[src/rtl/uart_pkt_pkg.sv]
// Shared definitions for the UART packet receiver: FSM encoding, error codes
// and the default start-of-packet marker.
package uart_pkt_pkg;

  typedef enum logic [1:0] {
    ST_IDLE    = 2'd0,
    ST_LEN     = 2'd1,
    ST_PAYLOAD = 2'd2,
    ST_CHK     = 2'd3
  } pkt_state_e;

  localparam logic [1:0] ERR_OK  = 2'd0;
  localparam logic [1:0] ERR_LEN = 2'd1;
  localparam logic [1:0] ERR_CHK = 2'd2;
  localparam logic [1:0] ERR_TMO = 2'd3;

  localparam logic [7:0] PKT_HEAD_DEFAULT = 8'hA5;

endpackage

[src/rtl/uart_rx_packet_if.sv]
// Byte-stream input and packet output bundle of uart_rx_packet.
// master = side that feeds bytes and consumes packets, slave = the framer.
interface uart_rx_packet_if #(
  parameter int DW = 8
);

  logic [DW-1:0] i_uart_rx_data;
  logic          i_uart_rx_valid;
  logic [DW-1:0] o_pkt_data;
  logic          o_pkt_valid;
  logic          o_pkt_last;
  logic          o_pkt_done;
  logic          o_pkt_err;
  logic [1:0]    o_err_code;

  modport master (
    output i_uart_rx_data,
    output i_uart_rx_valid,
    input  o_pkt_data,
    input  o_pkt_valid,
    input  o_pkt_last,
    input  o_pkt_done,
    input  o_pkt_err,
    input  o_err_code
  );

  modport slave (
    input  i_uart_rx_data,
    input  i_uart_rx_valid,
    output o_pkt_data,
    output o_pkt_valid,
    output o_pkt_last,
    output o_pkt_done,
    output o_pkt_err,
    output o_err_code
  );

endinterface

[src/rtl/uart_rx_timeout.sv]
// Inter-byte idle counter: pulses expire on the P_TIMEOUT_CYCLES-th consecutive
// running cycle without a clear; clear always takes priority over expiry.
module uart_rx_timeout #(
  parameter int P_TIMEOUT_CYCLES = 2000
) (
  input  logic i_u_clk,
  input  logic i_u_rst,
  input  logic clear,
  input  logic run,
  output logic expire
);

  localparam int CntW = $clog2(P_TIMEOUT_CYCLES + 1);
  localparam logic [CntW-1:0] LastCnt = CntW'(P_TIMEOUT_CYCLES - 1);

  logic [CntW-1:0] cnt_q;
  logic [CntW-1:0] cnt_d;

  assign expire = run && !clear && (cnt_q == LastCnt);

  always_comb begin
    cnt_d = cnt_q + 1'b1;
    if (clear || !run || expire) begin
      cnt_d = '0;
    end
  end

  always_ff @(posedge i_u_clk) begin
    if (i_u_rst) begin
      cnt_q <= '0;
    end else begin
      cnt_q <= cnt_d;
    end
  end

endmodule

[src/rtl/uart_rx_packet.sv]
// Frames a UART byte stream (HEAD, LEN, payload, CHK) into payload strobes and
// a per-packet done/error report. Define UART_PKT_TIMEOUT_EN for inter-byte timeout.
module uart_rx_packet
  import uart_pkt_pkg::*;
#(
  parameter int                           P_UART_DATA_WIDTH = 8,
  parameter logic [P_UART_DATA_WIDTH-1:0] P_PKT_HEAD        = PKT_HEAD_DEFAULT,
  parameter int                           P_PKT_MAX_LEN     = 16,
  parameter int                           P_TIMEOUT_CYCLES  = 2000
) (
  input  logic             i_u_clk,
  input  logic             i_u_rst,
  uart_rx_packet_if.slave  pkt_if
);

  localparam logic [7:0] MaxLen = 8'(P_PKT_MAX_LEN);

  pkt_state_e state_q, state_d;
  logic [7:0] cnt_q, cnt_d;
  logic [7:0] chk_q, chk_d;

  logic [7:0] pkt_data_q, pkt_data_d;
  logic       pkt_valid_q, pkt_valid_d;
  logic       pkt_last_q, pkt_last_d;
  logic       pkt_done_q, pkt_done_d;
  logic       pkt_err_q, pkt_err_d;
  logic [1:0] err_code_q, err_code_d;

  logic       rx_valid;
  logic [7:0] rx_byte;
  logic       len_bad;
  logic       tmo_expire;

  assign rx_valid = pkt_if.i_uart_rx_valid;
  assign rx_byte  = pkt_if.i_uart_rx_data;
  assign len_bad  = (rx_byte == 8'd0) || (rx_byte > MaxLen);

`ifdef UART_PKT_TIMEOUT_EN
  uart_rx_timeout #(
    .P_TIMEOUT_CYCLES(P_TIMEOUT_CYCLES)
  ) u_timeout (
    .i_u_clk(i_u_clk),
    .i_u_rst(i_u_rst),
    .clear  (rx_valid || (state_q == ST_IDLE)),
    .run    (state_q != ST_IDLE),
    .expire (tmo_expire)
  );
`else
  assign tmo_expire = 1'b0;
`endif

  always_ff @(posedge i_u_clk) begin
    if (i_u_rst) begin
      state_q     <= ST_IDLE;
      cnt_q       <= '0;
      chk_q       <= '0;
      pkt_data_q  <= '0;
      pkt_valid_q <= 1'b0;
      pkt_last_q  <= 1'b0;
      pkt_done_q  <= 1'b0;
      pkt_err_q   <= 1'b0;
      err_code_q  <= ERR_OK;
    end else begin
      state_q     <= state_d;
      cnt_q       <= cnt_d;
      chk_q       <= chk_d;
      pkt_data_q  <= pkt_data_d;
      pkt_valid_q <= pkt_valid_d;
      pkt_last_q  <= pkt_last_d;
      pkt_done_q  <= pkt_done_d;
      pkt_err_q   <= pkt_err_d;
      err_code_q  <= err_code_d;
    end
  end

  // A strobe always beats a coinciding timeout expiry.
  always_comb begin
    state_d = state_q;
    cnt_d   = cnt_q;
    chk_d   = chk_q;
    if (rx_valid) begin
      case (state_q)
        ST_IDLE: begin
          if (rx_byte == P_PKT_HEAD) state_d = ST_LEN;
        end
        ST_LEN: begin
          if (len_bad) begin
            state_d = ST_IDLE;
          end else begin
            cnt_d   = rx_byte;
            chk_d   = rx_byte;
            state_d = ST_PAYLOAD;
          end
        end
        ST_PAYLOAD: begin
          cnt_d = cnt_q - 8'd1;
          chk_d = chk_q + rx_byte;
          if (cnt_q == 8'd1) state_d = ST_CHK;
        end
        ST_CHK: begin
          state_d = ST_IDLE;
        end
        default: begin
          state_d = ST_IDLE;
        end
      endcase
    end else if (tmo_expire) begin
      state_d = ST_IDLE;
    end
  end

  always_comb begin
    pkt_data_d  = pkt_data_q;
    pkt_valid_d = 1'b0;
    pkt_last_d  = 1'b0;
    pkt_done_d  = 1'b0;
    pkt_err_d   = pkt_err_q;
    err_code_d  = err_code_q;
    if (rx_valid) begin
      case (state_q)
        ST_LEN: begin
          if (len_bad) begin
            pkt_done_d = 1'b1;
            pkt_err_d  = 1'b1;
            err_code_d = ERR_LEN;
          end
        end
        ST_PAYLOAD: begin
          pkt_data_d  = rx_byte;
          pkt_valid_d = 1'b1;
          pkt_last_d  = (cnt_q == 8'd1);
        end
        ST_CHK: begin
          pkt_done_d = 1'b1;
          pkt_err_d  = (rx_byte != chk_q);
          err_code_d = (rx_byte == chk_q) ? ERR_OK : ERR_CHK;
        end
        default: begin
          pkt_done_d = 1'b0;
        end
      endcase
    end else if (tmo_expire) begin
      pkt_done_d = 1'b1;
      pkt_err_d  = 1'b1;
      err_code_d = ERR_TMO;
    end
  end

  assign pkt_if.o_pkt_data  = pkt_data_q;
  assign pkt_if.o_pkt_valid = pkt_valid_q;
  assign pkt_if.o_pkt_last  = pkt_last_q;
  assign pkt_if.o_pkt_done  = pkt_done_q;
  assign pkt_if.o_pkt_err   = pkt_err_q;
  assign pkt_if.o_err_code  = err_code_q;

endmodule

[src/flat_wrapper.sv]
// flat-port wrapper written by rule: the top's interface ports become plain ports
module uart_rx_packet_flat import uart_pkt_pkg::*;
#(
  parameter int                           P_UART_DATA_WIDTH = 8,
  parameter logic [P_UART_DATA_WIDTH-1:0] P_PKT_HEAD        = PKT_HEAD_DEFAULT,
  parameter int                           P_PKT_MAX_LEN     = 16,
  parameter int                           P_TIMEOUT_CYCLES  = 2000
)
  (i_u_clk, i_u_rst, pkt_if_i_uart_rx_data, pkt_if_i_uart_rx_valid, pkt_if_o_pkt_data, pkt_if_o_pkt_valid, pkt_if_o_pkt_last, pkt_if_o_pkt_done, pkt_if_o_pkt_err, pkt_if_o_err_code);
  uart_rx_packet_if #(.DW(8)) pkt_if_i ();
  input  logic i_u_clk;
  input  logic i_u_rst;
  input wire logic [$bits(pkt_if_i.i_uart_rx_data)-1:0] pkt_if_i_uart_rx_data;
  input wire logic [$bits(pkt_if_i.i_uart_rx_valid)-1:0] pkt_if_i_uart_rx_valid;
  output wire logic [$bits(pkt_if_i.o_pkt_data)-1:0] pkt_if_o_pkt_data;
  output wire logic [$bits(pkt_if_i.o_pkt_valid)-1:0] pkt_if_o_pkt_valid;
  output wire logic [$bits(pkt_if_i.o_pkt_last)-1:0] pkt_if_o_pkt_last;
  output wire logic [$bits(pkt_if_i.o_pkt_done)-1:0] pkt_if_o_pkt_done;
  output wire logic [$bits(pkt_if_i.o_pkt_err)-1:0] pkt_if_o_pkt_err;
  output wire logic [$bits(pkt_if_i.o_err_code)-1:0] pkt_if_o_err_code;
  assign pkt_if_i.i_uart_rx_data = pkt_if_i_uart_rx_data;
  assign pkt_if_i.i_uart_rx_valid = pkt_if_i_uart_rx_valid;
  assign pkt_if_o_pkt_data = pkt_if_i.o_pkt_data;
  assign pkt_if_o_pkt_valid = pkt_if_i.o_pkt_valid;
  assign pkt_if_o_pkt_last = pkt_if_i.o_pkt_last;
  assign pkt_if_o_pkt_done = pkt_if_i.o_pkt_done;
  assign pkt_if_o_pkt_err = pkt_if_i.o_pkt_err;
  assign pkt_if_o_err_code = pkt_if_i.o_err_code;
  uart_rx_packet #(.P_UART_DATA_WIDTH(P_UART_DATA_WIDTH), .P_PKT_HEAD(P_PKT_HEAD), .P_PKT_MAX_LEN(P_PKT_MAX_LEN), .P_TIMEOUT_CYCLES(P_TIMEOUT_CYCLES)) u_core (.i_u_clk(i_u_clk), .i_u_rst(i_u_rst), .pkt_if(pkt_if_i));
endmodule
[config.mk]
export PLATFORM = sky130hd
export DESIGN_NAME = uart_rx_packet_flat
export DESIGN_NICKNAME = d
export VERILOG_FILES = /design/src/rtl/uart_pkt_pkg.sv /design/src/rtl/uart_rx_packet_if.sv /design/src/rtl/uart_rx_timeout.sv /design/src/rtl/uart_rx_packet.sv /design/src/flat_wrapper.sv
export SDC_FILE = /design/constraint.sdc
export NUM_CORES = 1
export LEC_CHECK = 0
export CAP_MARGIN = 20
export CORE_MARGIN = 10
export CORE_UTILIZATION = 54
export DETAILED_ROUTE_END_ITERATION = 16
export GPL_TIMING_DRIVEN = 0
export PLACE_DENSITY = 0.81
export SYNTH_ARGS = -nofsm -noshare
export SYNTH_HDL_FRONTEND = slang
export SYNTH_SLANG_ARGS = --single-unit
[constraint.sdc]
create_clock -name i_u_clk -period 2.36 [get_ports i_u_clk]
set_clock_uncertainty 0.05 [all_clocks]
set_input_delay 0.708 -clock i_u_clk [delete_from_list [all_inputs] [get_ports i_u_clk]]
set_output_delay 0.708 -clock i_u_clk [all_outputs]
set_load 0.02 [all_outputs]
; ---- Word level (Yosys, flattened, before mapping)
; Index checks and enable logic that the tools add are counted.
; Widths: inputs -> output; s select.
[op_classes]
magnitude_cmp = 1
addsub = 2
bitwise_logic = 2
reduce_logical = 11
n_mux = 15
n_eq_ne = 11
[op_table]
columns = operator, n
row1 = $pmux 8 s2, 2
row2 = $mux 2, 5
row3 = $reduce_and 3->1, 3
row4 = $add 8x8->8, 1
row5 = $eq 8x1->1 const B, 1
row6 = $eq 8x8->1, 1
row7 = $eq 8x8->1 const B, 1
row8 = $gt 8x5->1 const B, 1
row9 = $logic_not 8->1, 1
row10 = $mux 8, 1
row11 = $ne 8x8->1, 1
row12 = $pmux 2 s4, 1
row13 = $sub 8x1->8 const B, 1
row14 = $ne 2x1->1 const B, 3
row15 = $eq 2x2->1 const B, 2
row16 = $pmux 1 s2, 2
row17 = $pmux 2 s2, 1
row18 = $reduce_bool 2->1, 2
row19 = $mux 1, 3
row20 = $reduce_or 3->1, 1
row21 = $eq 2x1->1 const B, 1
row22 = $logic_not 2->1, 1
row23 = $ne 2x2->1 const B, 1
row24 = $not 1->1, 2
row25 = other kinds (3), 3
[totals]
input_bits = 11
reg_bits = 32
out_inout_bits = 14
word_cells = 51

; ---- Logic depth before layout (Yosys ltp)
; Gate-level depths: netlist of run 1.
[depth]
depth_word = 4
mapped_depth = 9
depth_no_buf = 9

; ---- Worst setup path before layout of run 1
; Ideal clock, no wire load.
[synth_timing]
path_kind = input port to flip-flop
startpoint = input port pkt_if_i_uart_rx_data[0]
endpoint = register u_core.chk_q[6]
arrival_time_ps = 2012
path_stages = 9
setup_slack_ps = 181
required_time_ps = 2193
setup_ps = 117
path_buffers = 0
cell_sequence = ha_1 > inv_1 > fa_1 > nor2b_1 > o21ai_0 > a21oi_1 > nand2b_1 > xor2_1 > a32o_1
[synth_via]
elab_chain_cells = 4
word_cells_on_any_way = 7
cone_classes = add/sub: 1 / order compare: 1 / eq/ne: 1 / mux: 1 / reduce/logical: 3
[synth_lines]
columns = item, line_no
row1 = start: declaration, flat_wrapper.sv:13  ; input wire logic [$bits(pkt_if_i.i_uart_rx_data)-1:0] pkt_if_i_uart_rx_data;
row2 = $gt 8x5->1 or $logic_not 8->1 (tied branches), uart_rx_packet.sv:36  ; assign len_bad = (rx_byte == 8'd0) || (rx_byte > MaxLen);
row3 = $logic_or 1x1->1, uart_rx_packet.sv:36
row4 = $ne 2x2->1 (no source line), --
row5 = $reduce_and 3->1 (no source line), --
row6 = end signal: assignment, uart_rx_packet.sv:66  ; chk_q <= chk_d;
row7 = end: declaration, uart_rx_packet.sv:20  ; logic [7:0] chk_q, chk_d;
; Several ways; a longest one is shown, not always the timed one.
; A chain may end at the register's enable or synchronous reset.

; ---- Worst setup path after layout of run 1
[layout_timing]
startpoint = input port pkt_if_i_uart_rx_data[6]
endpoint = register u_core.chk_q[7]
; Same word-level chain as after synthesis.

==> metrics.md, run 1 <==
| Metric | Value |
|---|---|
| Kind of critical path | `in2reg` |
| Critical path origin | `pkt_if_i_uart_rx_data[6]` |
| Final Setup Violations | `0` |
| Crit path max-delay family | `compound AO/OA/AOI/OAI gates` |
| Area after DPL | `0.00206 mm2` |
| Post-DRT Antenna Nets | `0` |
| Period utilisation layout | `98.0%` |
| Arrival time worst endpoint | `2540 ps` |
| Critical Path Fanout Max | `4` |
| Die Footprint | `0.00599 mm2` |
| PD cells | `444 mW/mm2` |
| Final slew viol count | `0` |
| Insertion delay to the later sink of the worst-skew pair | `340 ps` |
| Final hold viol count | `0` |
| Clock tree sinks | `32` |
| Status | `finished clean` |
| Antenna Cells | `0` |
| Post-synthesis sequential area ratio | `36.0%` |
| Port Buf Inserts | `23` |
| Max-slew headroom | `64.6%` |
| Mapped Area | `0.00178 mm2` |
| Row count | `20` |
| Htree depth | `2` |
| Worst-margin pin slew | `531 ps` |
| Post-synth net total | `245` |
| Layout cells sized above 1 | `11.8%` |
| CP Depth | `8` |
| Worst R2R Path Depth | `9` |
| Pre-CTS WS | `-777 ps` |
| Number of synthesized register bits | `32` |
| Vias/cell | `5.73` |
| Worst path max stage delay | `540 ps` |
| Die Y | `77.4 um` |
| Area Overhead vs Synth | `21.8%` |
| Synth Warn # | `0` |
| RD Place Congestion | `0.890` |
| CP most frequent cell | `a21oi_1` |
| DP HPWL | `3340 um` |
| Num CTS Buffers | `5` |
| Total negative slack | `0 ps` |
| Top_reg_cell synth | `dfxtp_1` |
| Max Cap Violations | `0` |
| Post-CTS repair timing setup buffer count | `0` |
| Final instance area | `0.00217 mm2` |
| Antenna violations before repair | `0` |
| CP Cell Sequence | `clkdlybuf4s50_1, ha_1, nand2b_1, a21oi_1, a211o_1, nor3_1, o21ai_0, a21oi_1` |
| Setup slack after layout | `48.3 ps` |
| Flop2flop setup slack | `340 ps` |
| Final #Nets | `275` |
| Congestion Overflow GR | `0` |
| Starting DRT DRC Count | `190` |
| # DRC | `0` |
| Max Freq | `0.433 GHz` |
| TritonCTS clock tree | `done` |
| Startpoint Class | `input pin` |
| CTS root buf | `clkbuf_4` |
| Multi-input gate area | `0.00109 mm2` |
| Post-Syn Instances | `224` |
| Crit path to | `u_core.chk_q[7]` |
| Per-cell routed wire length | `15.6 um` |
| Final wirelength | `4670 um` |
| Largest net degree at the start of global routing | `11` |
| Pleak | `0.785 nW` |
| Hold buffer count at cts | `0` |
| Minimum clock period | `2310 ps` |
| Max IR drop VDD | `324 uV` |
| Vias in the first global route | `1607` |
| DRT Pass-1 Iters | `4` |
| Pwr Total | `0.962 mW` |
| Storage element area | `641 um2` |
| RR Endpoint | `u_core.chk_q[6]` |
| Mean area per synthesized cell | `7.94 um2` |
| Die Wd | `77.4 um` |
| Vias post-DR | `1713` |
| Asr flop ratio synth | `0%` |
| Number of top-level pins | `25` |
| Fill cell count | `285` |
| Slowest cell on crit path | `clkdlybuf4s50_1` |
| CP required | `2590 ps` |
| EDFF count, synth | `0` |
| First-pass GRT wire length | `7720 um` |
| Worst hold-check path type | `reg2reg` |
| CP Capture Type | `flip-flop` |
| FF-to-FF Start | `u_core.chk_q[0]` |
| Worst-path clk slew | `100 ps` |
| Critical path buffer and inverter count | `1` |
| Hold slack final | `410 ps` |
| Core region area | `0.00310 mm2` |
| CTS Buffer Depth | `2` |
| Initial Util | `57.3%` |
| Synth unique cells | `43` |
| GRT Total Usage | `15.7%` |
## per-stage QoR
stage          std cells  util [%]
2_1_floorplan        224         -
6_report             299      69.8
4_1_cts              299      69.1
3_5_place_dp         291      66.5
3_3_place_gp         291      66.5
5_1_grt              299      69.8
## kinds of logic (layout without fill, tap and decap cells)
group                      Yosys count  count (layout)  share of synthesized area [%]
muxes                                3               3                           1.76
xor gates and xnor gates             5               5                           2.46
buffers and inverters               22              53                           5.42
adders and majority gates           10              10                           7.46
and+or+nand+nor                     90              90                           25.8
DFF                                 32              32                           36.0
AOI/OAI and AO/OA                   62              62                           21.1
## report_power, final
part | internal, mW | leakage [nW] | switching (mW)
logic | 0.0330 | 0.495 | 0.0543
clock network | 0.147 | 0.0326 | 0.188
registers | 0.540 | 0.258 | 0.000194
total | 0.720 | 0.785 | 0.242
## cell usage in the layout (no fill, tap or decap), drive strengths merged, types with 2 or more instances in the layout
| cell type | n |
|---|---|
| a211oi | 4 |
| a21oi | 28 |
| a32o | 2 |
| buf | 5 |
| clkbuf | 17 |
| clkdlybuf4s50 | 17 |
| dfxtp | 32 |
| dlymetal6s2s | 2 |
| ha | 9 |
| inv | 11 |
| mux2i | 2 |
| nand2 | 35 |
| nand2b | 4 |
| nand3 | 5 |
| nand4b | 3 |
| nor2 | 21 |
| nor2b | 2 |
| nor3 | 11 |
| nor4 | 6 |
| o21a | 2 |
| o21ai | 15 |
| xnor2 | 2 |
| xor2 | 3 |
## tightest hold or removal path, stage by stage (launching register included)
cell	delay [ps]
dfxtp_1	320
nand2_1	50
a21oi_1	50
## state kept, by name, summed over array words and instances, names as in the netlist, named ones only
name / cells
u_core.pkt_if.o_err_code: 2
u_core.chk_q: 8
u_core.pkt_if.o_pkt_data: 8
u_core.pkt_if.o_pkt_last: 1
u_core.pkt_if.o_pkt_err: 1
u_core.state_q: 1
u_core.cnt_q: 8
u_core.pkt_if.o_pkt_valid: 1
u_core.pkt_if.o_pkt_done: 1
## cell type report
type / count / share of cell area [%]
well taps: 44 / 2.54
flip-flops and latches: 32 / 29.6
repair buffers: 23 / 10.1
multi-input cells: 170 / 50.5
inverters: 11 / 1.91
clock buffers: 8 / 2.72
plain buffers: 11 / 2.60
## cell usage after synthesis (all sizes together) (2+ instances only)
library cell	number	share of area, %
nand2	35	7.4
dfxtp	32	36
a21oi	28	7.9
nor2	21	4.4
o21ai	15	4.4
inv	11	2.3
nor3	11	3.1
ha	9	6.3
clkbuf	7	1.5
nor4	6	3.8
nand3	5	2.1
a211oi	4	1.7
buf	4	1.6
nand2b	4	1.5
nand4b	3	1.5
xor2	3	1.5
a32o	2	1.1
mux2i	2	1.1
nor2b	2	0.70
o21a	2	0.84
xnor2	2	0.99
## worst min-delay path by stage
stage	to	startpoint	depth (start not counted)	slack [ps]
floorplan	u_core.chk_q[3]	u_core.chk_q[3]	2	390
global placement	u_core.pkt_if.o_pkt_data[0]	u_core.pkt_if.o_pkt_data[0]	2	390
detailed placement	u_core.pkt_if.o_err_code[1]	u_core.pkt_if.o_err_code[1]	2	400
CTS	u_core.pkt_if.o_pkt_data[3]	u_core.pkt_if.o_pkt_data[3]	2	410
global route	u_core.pkt_if.o_pkt_data[3]	u_core.pkt_if.o_pkt_data[3]	2	430
finish	u_core.pkt_if.o_pkt_data[3]	u_core.pkt_if.o_pkt_data[3]	2	410
## routing by layer
layer / routed length (um) / track usage (%) / part of all wire, % / vias up
li1: - / - / - / 854
met1: 2150 / 19.4 / 46 / 804
met2: 2170 / 24.4 / 46 / 48
met3: 284 / 4.84 / 6.1 / 7
met4: 66 / 6.93 / 1.4 / 0
met5: 0 / 0 / 0 / -
## timing repair
action,in CTS,in global routing
pin swaps,0,1
setup endpoints to repair,16,18
gates resized for setup,10,16
hold endpoints to repair,0,0
(Power assumes the default switching activity.)
==> run 2: changes to the inputs <==
--- a/config.mk
+++ b/config.mk
@@ -7,10 +7,10 @@
 export LEC_CHECK = 0
 export CAP_MARGIN = 20
 export CORE_MARGIN = 10
-export CORE_UTILIZATION = 54
+export CORE_UTILIZATION = 50
 export DETAILED_ROUTE_END_ITERATION = 16
 export GPL_TIMING_DRIVEN = 0
-export PLACE_DENSITY = 0.81
+export PLACE_DENSITY = 0.76
 export SYNTH_ARGS = -nofsm -noshare
 export SYNTH_HDL_FRONTEND = slang
 export SYNTH_SLANG_ARGS = --single-unit
==> metrics.md, run 2 (synthesized netlist as in run 1, its figures left out) <==
| Metric | Value |
|---|---|
| Die Footprint | `0.00634 mm2` |
| Final #Nets | `277` |
| Worst-path clk slew | `110 ps` |
| Vias in the first global route | `1659` |
| Post-DRT Antenna Nets | `0` |
| First-pass GRT wire length | `8090 um` |
| Worst-margin pin slew | `521 ps` |
| Most frequent cells in the layout | `nand2_1, dfxtp_1, a21oi_1, nor2_1, clkdlybuf4s50_1` |
| CP required | `2560 ps` |
| Largest net degree at the start of global routing | `11` |
| CTS Buffer Depth | `2` |
| Row count | `21` |
| Fin cells | `304` |
| Max IR drop VDD | `347 uV` |
| GRT Total Usage | `16.0%` |
| Worst R2R Path Depth | `9` |
| Area after DPL | `0.00207 mm2` |
| Area Overhead vs Synth | `27.0%` |
| Number of top-level pins | `25` |
| CTS root buf | `clkbuf_4` |
| RR Endpoint | `u_core.chk_q[6]` |
| Die Y | `79.6 um` |
| Total negative slack | `0 ps` |
| Startpoint Class | `input pin` |
| Critical Path Fanout Max | `6` |
| Final core utilization | `66.6%` |
| Port Buf Inserts | `23` |
| WHS Endpoint | `u_core.pkt_if.o_pkt_data[4]` |
| Final Setup Violations | `0` |
| Vias post-DR | `1729` |
| Insertion delay to the later sink of the worst-skew pair | `340 ps` |
| Congestion Overflow GR | `0` |
| Kind of critical path | `in2reg` |
| PD cells | `467 mW/mm2` |
| Vias/cell | `5.69` |
| Minimum clock period | `2270 ps` |
| CP Capture Type | `flip-flop` |
| Period utilisation layout | `96.3%` |
| Layout cells sized above 1 | `13.6%` |
| Num CTS Buffers | `5` |
| Inst Count DP | `293` |
| Hold buffer count at cts | `0` |
| Clock tree sinks | `32` |
| Die Wd | `79.6 um` |
| Final hold viol count | `0` |
| Arrival time worst endpoint | `2470 ps` |
| Pleak | `0.821 nW` |
| Htree depth | `2` |
| Antenna violations before repair | `1` |
| Max Freq | `0.440 GHz` |
| FF-to-FF Start | `u_core.chk_q[0]` |
| Min-delay src | `u_core.pkt_if.o_pkt_data[4]` |
| Worst hold-check path type | `reg2reg` |
| TritonCTS clock tree | `done` |
| Flop2flop setup slack | `330 ps` |
| Starting DRT DRC Count | `167` |
| Final instance area | `0.00226 mm2` |
| Final wirelength | `4930 um` |
| DP HPWL | `3430 um` |
| # DRC | `0` |
| Status | `finished clean` |
| Max-slew headroom | `65.3%` |
| Final slew viol count | `0` |
| Max Cap Violations | `0` |
| Most common cell after layout, fill and taps aside | `nand2_1` |
| Per-cell routed wire length | `16.2 um` |
| Unrepaired setup endpoints after global routing | `yes` |
| DRT Pass-1 Iters | `4` |
| RD Place Congestion | `0.896` |
| Core region area | `0.00339 mm2` |
| Initial Util | `52.5%` |
| Hold Path Stages | `2` |
[run 2: area by class of cell]
type	count	area, um2
Tap cell	46	57.6
Inverter	11	41.3
Sequential cell	32	641
Timing Repair Buffer	25	243
Fill cell	281	1130
Antenna cell	1	2.50
Multi-Input combinational cell	170	1140
Buffer	11	57.6
Clock inverter	2	35.0
Clock buffer	6	41.3
[run 2: where the power goes]
group / switching, mW / total (mW) / internal, mW
logic: 0.0563 / 0.0938 / 0.0374
clock network: 0.198 / 0.420 / 0.222
registers: 0.000199 / 0.540 / 0.540
[run 2: worst max path at each step]
stage	slack [ps]	startpoint	depth (start not counted)	to
2_1_floorplan	180	pkt_if_i_uart_rx_data[0]	9	u_core.chk_q[6]
3_3_place_gp	-730	pkt_if_i_uart_rx_data[0]	10	u_core.chk_q[6]
3_5_place_dp	-750	pkt_if_i_uart_rx_data[0]	10	u_core.chk_q[6]
4_1_cts	20	pkt_if_i_uart_rx_data[5]	8	u_core.cnt_q[0]
5_1_grt	-10	pkt_if_i_uart_rx_data[2]	8	u_core.chk_q[6]
6_report	90	pkt_if_i_uart_rx_data[2]	8	u_core.chk_q[6]
[run 2: metrics by stage]
step	total power, mW	setup slack [ps]	hold slack [ps]
finish	1.05	86.2	410
global route	1.09	-13.2	445
CTS	1.05	19.6	414
detailed placement	0.635	-747	395
global placement	0.635	-729	395
floorplan	0.595	181	386
[run 2: layer usage]
| layer | routed length (um) | vias to the layer above | track usage, % |
|---|---|---|---|
| li1 | - | 861 | - |
| met1 | 2100 | 804 | 19.6 |
| met2 | 2420 | 58 | 25.0 |
| met3 | 312 | 6 | 4.50 |
| met4 | 96 | 0 | 7.71 |
| met5 | 0 | - | 0 |
[run 2: repair_timing]
action | in CTS | in global routing
buffers inserted | 0 | 2
resized for setup | 10 | 21
pin swaps | 0 | 1
endpoints found under the setup margin | 16 | 20
[run 2: critical path: stages]
cell	delay (ps)
dlygate4sd2_1	490
ha_4	300
nor2b_1	150
o21ai_0	220
a21oi_1	100
nand2b_1	160
xor2_1	150
a32o_1	210
==> run 3: changes to the inputs <==
--- a/config.mk
+++ b/config.mk
@@ -10,7 +10,9 @@
 export CORE_UTILIZATION = 50
 export DETAILED_ROUTE_END_ITERATION = 16
 export GPL_TIMING_DRIVEN = 0
+export HOLD_SLACK_MARGIN = 0.05
 export PLACE_DENSITY = 0.76
+export RECOVER_POWER = 100
 export SYNTH_ARGS = -nofsm -noshare
 export SYNTH_HDL_FRONTEND = slang
 export SYNTH_SLANG_ARGS = --single-unit
==> results of run 3 <==
The final DEF is identical to that of run 2; final timing and power are the same.
